`config.mk`:
```
export PLATFORM = sky130hd
export DESIGN_NAME = demux1x2_16bit_buf
export DESIGN_NICKNAME = d
export VERILOG_FILES = /design/src/rtl/demux1x2_16bit_buf_pkg.sv /design/src/rtl/demux_slot.sv /design/src/rtl/demux1x2_16bit_buf.sv
export SDC_FILE = /design/constraint.sdc
export NUM_CORES = 1
export LEC_CHECK = 0
export ABC_AREA = 1
export BUFFER_PORTS_ARGS = -buffer_cell sky130_fd_sc_hd__clkbuf_2
export CAP_MARGIN = 10
export CORE_ASPECT_RATIO = 1.2
export CORE_MARGIN = 2
export CORE_UTILIZATION = 45
export CTS_CLUSTER_SIZE = 25
export DETAILED_ROUTE_END_ITERATION = 16
export GPL_TIMING_DRIVEN = 0
export HOLD_SLACK_MARGIN = 0.12
export PLACE_DENSITY = 0.69
export RECOVER_POWER = 50
export SLEW_MARGIN = 40
export SYNTH_ARGS = -nofsm -noshare
export SYNTH_HDL_FRONTEND = slang
export SYNTH_SLANG_ARGS = --single-unit
```
`constraint.sdc`:
```
create_clock -name clk -period 1.45 [get_ports clk]
set_input_delay 0.3625 -clock clk [delete_from_list [all_inputs] [get_ports clk]]
set_output_delay 0.3625 -clock clk [all_outputs]
set_load 0.02 [all_outputs]
```
`src/rtl/demux1x2_16bit_buf_pkg.sv`:
```
// Shared definitions for the 1-to-2 buffered demultiplexer.
//   WIDTH_DEF / CNT_W_DEF : default data and delivery-counter widths
//   SEL_OUT0 / SEL_OUT1   : in_sel encodings for the two destinations
//   slot_state_e          : occupancy state of a single-entry output slot
package demux1x2_16bit_buf_pkg;

  localparam int unsigned WIDTH_DEF = 16;
  localparam int unsigned CNT_W_DEF = 8;

  localparam logic SEL_OUT0 = 1'b0;
  localparam logic SEL_OUT1 = 1'b1;

  typedef enum logic {
    SLOT_EMPTY = 1'b0,
    SLOT_FULL  = 1'b1
  } slot_state_e;

endpackage

```
`src/rtl/demux_slot.sv`:
```
// Single-entry output slot with delivery counter.
//   clk, rst_n : clock, asynchronous active-low reset
//   load_i     : write data_i into the slot this edge
//   data_i     : word to store
//   ready_i    : downstream accepts the held word
//   data_o     : held word (kept after delivery)
//   valid_o    : slot is FULL
//   cnt_o      : number of delivered words, wrapping
module demux_slot
  import demux1x2_16bit_buf_pkg::*;
#(
  parameter int unsigned WIDTH = WIDTH_DEF,
  parameter int unsigned CNT_W = CNT_W_DEF
) (
  input  logic             clk,
  input  logic             rst_n,
  input  logic             load_i,
  input  logic [WIDTH-1:0] data_i,
  input  logic             ready_i,
  output logic [WIDTH-1:0] data_o,
  output logic             valid_o,
  output logic [CNT_W-1:0] cnt_o
);

  slot_state_e      state_q, state_d;
  logic [WIDTH-1:0] data_q, data_d;
  logic [CNT_W-1:0] cnt_q, cnt_d;
  logic             deliver;

  assign deliver = (state_q == SLOT_FULL) && ready_i;

  always_ff @(posedge clk or negedge rst_n) begin
    if (!rst_n) begin
      state_q <= SLOT_EMPTY;
      data_q  <= '0;
      cnt_q   <= '0;
    end else begin
      state_q <= state_d;
      data_q  <= data_d;
      cnt_q   <= cnt_d;
    end
  end

  // A load on the delivery edge wins, keeping the slot FULL with the new word.
  always_comb begin
    state_d = state_q;
    data_d  = data_q;
    cnt_d   = cnt_q;
    if (deliver) begin
      state_d = SLOT_EMPTY;
      cnt_d   = cnt_q + CNT_W'(1);
    end
    if (load_i) begin
      state_d = SLOT_FULL;
      data_d  = data_i;
    end
  end

  assign data_o  = data_q;
  assign valid_o = (state_q == SLOT_FULL);
  assign cnt_o   = cnt_q;

endmodule

```
`src/rtl/demux1x2_16bit_buf.sv`:
```
// 1-to-2 demultiplexer with a single-entry buffer per destination.
//   clk, rst_n              : clock, asynchronous active-low reset
//   in_data/in_sel/in_valid : source word, destination select, offer
//   in_ready                : selected destination can take a word
//   outN_data/valid/ready   : destination N stream (N = 0, 1)
//   cnt0, cnt1              : words delivered per destination, wrapping
module demux1x2_16bit_buf
  import demux1x2_16bit_buf_pkg::*;
#(
  parameter int unsigned WIDTH = WIDTH_DEF,
  parameter int unsigned CNT_W = CNT_W_DEF
) (
  input  logic             clk,
  input  logic             rst_n,
  input  logic [WIDTH-1:0] in_data,
  input  logic             in_sel,
  input  logic             in_valid,
  output logic             in_ready,
  output logic [WIDTH-1:0] out0_data,
  output logic             out0_valid,
  input  logic             out0_ready,
  output logic [WIDTH-1:0] out1_data,
  output logic             out1_valid,
  input  logic             out1_ready,
  output logic [CNT_W-1:0] cnt0,
  output logic [CNT_W-1:0] cnt1
);

  logic accept;
  logic load0, load1;

  // Only the selected slot can stall the source; a slot that is draining
  // this cycle can be refilled on the same edge.
  always_comb begin
    in_ready = 1'b1;
    if (in_sel == SEL_OUT1) begin
      in_ready = ~out1_valid | out1_ready;
    end else begin
      in_ready = ~out0_valid | out0_ready;
    end
  end

  assign accept = in_valid & in_ready;
  assign load0  = accept & (in_sel == SEL_OUT0);
  assign load1  = accept & (in_sel == SEL_OUT1);

  demux_slot #(
    .WIDTH (WIDTH),
    .CNT_W (CNT_W)
  ) u_slot0 (
    .clk     (clk),
    .rst_n   (rst_n),
    .load_i  (load0),
    .data_i  (in_data),
    .ready_i (out0_ready),
    .data_o  (out0_data),
    .valid_o (out0_valid),
    .cnt_o   (cnt0)
  );

  demux_slot #(
    .WIDTH (WIDTH),
    .CNT_W (CNT_W)
  ) u_slot1 (
    .clk     (clk),
    .rst_n   (rst_n),
    .load_i  (load1),
    .data_i  (in_data),
    .ready_i (out1_ready),
    .data_o  (out1_data),
    .valid_o (out1_valid),
    .cnt_o   (cnt1)
  );

endmodule
```
==> run metrics <==
status=finished, violations left; failing checks=negative setup slack; Cell Area, Placed=2640 um^2; DIE WIDTH=67.8 um; GP Congestion=0.721; crit-path max cell delay=0.41 ns; post-synthesis mux area share=0.0102; WL final=4450 um; CP arrival=1.14 ns; grt met1 use=0.231; final antenna-violating net count=0; main combinational cell family by area after synthesis=simple AND/OR/NAND/NOR gates; post-layout min period=1.50 ns; HPWL Detailed=3110 um; Nets=321; Slowest-stage cell, CP=dfrtp_1; Hold EP=u_slot0.data_o[11]; max_cap viols=0; worst hold path class=input port to flop; Layout Cells excl Fill=356; Final WS setup=-0.0549 ns; area grow syn2layout=22.6%; I/O pins=73; Starting Density=0.472; CTS sink cnt=50; crit path buf inv count=1; Worst setup SP type=flop; Slew Viols, Final=0; row cnt=27; global-route wire length before repair=7260 um; Mapped Cells=214; number of synthesized register bits=50; Max Clock Skew=0.00620 ns; Setup CP Type=flop to primary output; synthesized cell area=2200 um^2; clk root buf=clkbuf_8; reg2reg start=u_slot1.valid_o; Hold Crit Depth=3; Synth Area in Adders=0.0114; worst reg2reg path endpoint=u_slot1.data_o[1]; Hold Slack=0.290 ns; upper clock frequency limit=664 MHz; total global routing overflow=0; HP Start=in_data[11]; final setup violating endpoints=1; Seq/Total Area, Yosys=0.569; share of cells above drive strength 1=0.399; Port Buffer Count=72; CP top delay family=flip-flops; antenna violations before repair=0; H-tree levels=2; GR Layer Usage met2=0.287; pin count of the biggest net entering global routing=51; number of diodes=0; post-synthesis compound-gate area fraction=0.108; die area=5470 um^2; crit-path cells=nand2_2, nor2_2, a31oi_1, buf_4; Num CTS Buffers=5; initial drt markers=57; layer carrying the most global-route usage=met2; Least-Margin Pin Slew=1.22 ns; ys async rst share=1.00; Worst slew margin=0.189; Pwr per Cell Area=1470 nW/um^2; Tot GR Track Use=0.180; worst reg-to-reg setup slack=0.13 ns; Final Cell Area=2700 um^2; DRT Pass-1 Iters=4; CP required=1.09 ns; placed instance count=344; # fillers=422; R2R depth=5; ys flop type=dfrtp_1; via count of the first global-routing pass=1579; clock-pin slew on the worst setup and hold paths=0.09 ns; Core ar.=4660 um^2; Yosys top cell area share=0.569; Max IR drop VDD=0.732 mV; Skew-Pair Late Insertion Delay=0.30 ns; final hold viol count=0; DRC Markers=0; Crit Path Max Fanout=2; syn nets=238; vias per cell=4.69; Lkg Pwr=1.49 nW; RSZ-0062 raised after global routing=true; simple-gate share of the synthesized area=0.186; Synth area leaders=dfrtp_1 (57%), nand2_1 (6.8%), o21ai_2 (6.4%); Post-CTS Hold Fix Bufs=0; Yosys top cell by area=dfrtp_1; number of synthesized flops with an enable pin=0; CP startpoint=u_slot0.valid_o; Yosys cell types=23; Yosys warnings=0; Synth Area per Inst=10.3 um^2; pre-CTS setup slack=0.0877 ns; Crit. End Element=primary output; Clock Path Buffers=2; Final period util=1.04; met3 GRT Util=0.0532; xor/xnor share of the synthesized area=0.0318; CTS tree=done; Wirelength per Cell=12.5 um; Die H=80.6 um; via count=1670
worst register-to-register path, delay by kind of cell, from the launching register on:
family	cells	cell delay, ns
and+or+nand+nor	2	0.19
DFF	1	0.41
buffers and inverters	2	0.40
AOI/OAI and AO/OA	1	0.22
through the flow:
step	TNS, ns	power (mW)	util
4_1_cts	-0.0523	4.05	0.591
3_5_place_dp	0	3.20	0.565
5_1_grt	-0.137	4.23	0.579
2_1_floorplan	0	2.73	-
3_3_place_gp	-2.27	3.16	0.565
6_report	-0.0549	3.96	0.579
area by class of cell:
type / count / area [um^2] / share of cell area
plain buffers: 6 / 51.3 / 0.0190
inverters: 32 / 120 / 0.0445
clock buffers: 7 / 86.3 / 0.0320
well taps: 58 / 72.6 / 0.0269
clock inverters: 1 / 5.00 / 0.00185
multi-input cells: 126 / 721 / 0.267
flip-flops and latches: 50 / 1250 / 0.464
repair buffers: 76 / 390 / 0.145
metal layers:
layer  vias to the layer above  wire, um
li1                        835         -
met1                       778      1980
met2                        51      2120
met3                         6       277
met4                         0        66
met5                         -         0
registers in the layout (all words and copies together), names as in the netlist:
signal / flops
u_slot0.valid_o: 1
u_slot0.cnt_o: 8
u_slot1.data_o: 16
u_slot0.data_o: 16
u_slot1.cnt_o: 8
u_slot1.valid_o: 1
report_power, final:
part	internal (mW)	switching, mW	total [mW]
registers	1.67	0.251	1.92
clock network	0.386	0.454	0.840
logic	0.443	0.755	1.20
total	2.50	1.46	3.96
cells by family after synthesis:
family          Yosys count
flops                    50
compound gates           35
mux                       2
simple gates             79
fa+ha+maj                 2
xor+xnor                  8
buf+inv                  38
synth_stat cells, types with 2 or more instances:
cell type,n
ha_1,2
nand2_1,40
a31oi_1,2
dfrtp_1,50
nor2_2,3
o21ai_1,16
o21ai_2,16
nand4_1,4
buf_6,5
nor2_1,4
nand3_1,7
nor2_4,2
xnor2_1,4
nand2_2,17
inv_1,31
xor2_1,4
repair_timing:
action | in CTS | in global routing
gates resized for setup | 2 | 2
setup buffers | 3 | 1
hold endpoints to repair | 0 | 0
pin swaps | 1 | 1
setup endpoints to repair | 1 | 1
layout by cell type (no fill, tap or decap), drive strengths merged:
master	synthesis	final
inv	32	32
nand3	8	8
buf	6	9
nand2	57	57
nor2	9	9
clkinv	0	1
nand3b	1	1
dfrtp	50	50
mux2	2	2
xor2	4	4
a31oi	2	2
xnor2	4	4
o21ai	32	32
a21oi	1	1
nand4	4	4
clkbuf	0	80
ha	2	2
worst max path at each step:
stage | depth (start not counted) | to
detailed placement | 6 | in_ready
CTS | 4 | in_ready
global route | 4 | in_ready
floorplan | 3 | in_ready
global placement | 1 | u_slot0.cnt_o[4]
finish | 4 | in_ready
Power figures use the tool's default switching activity.
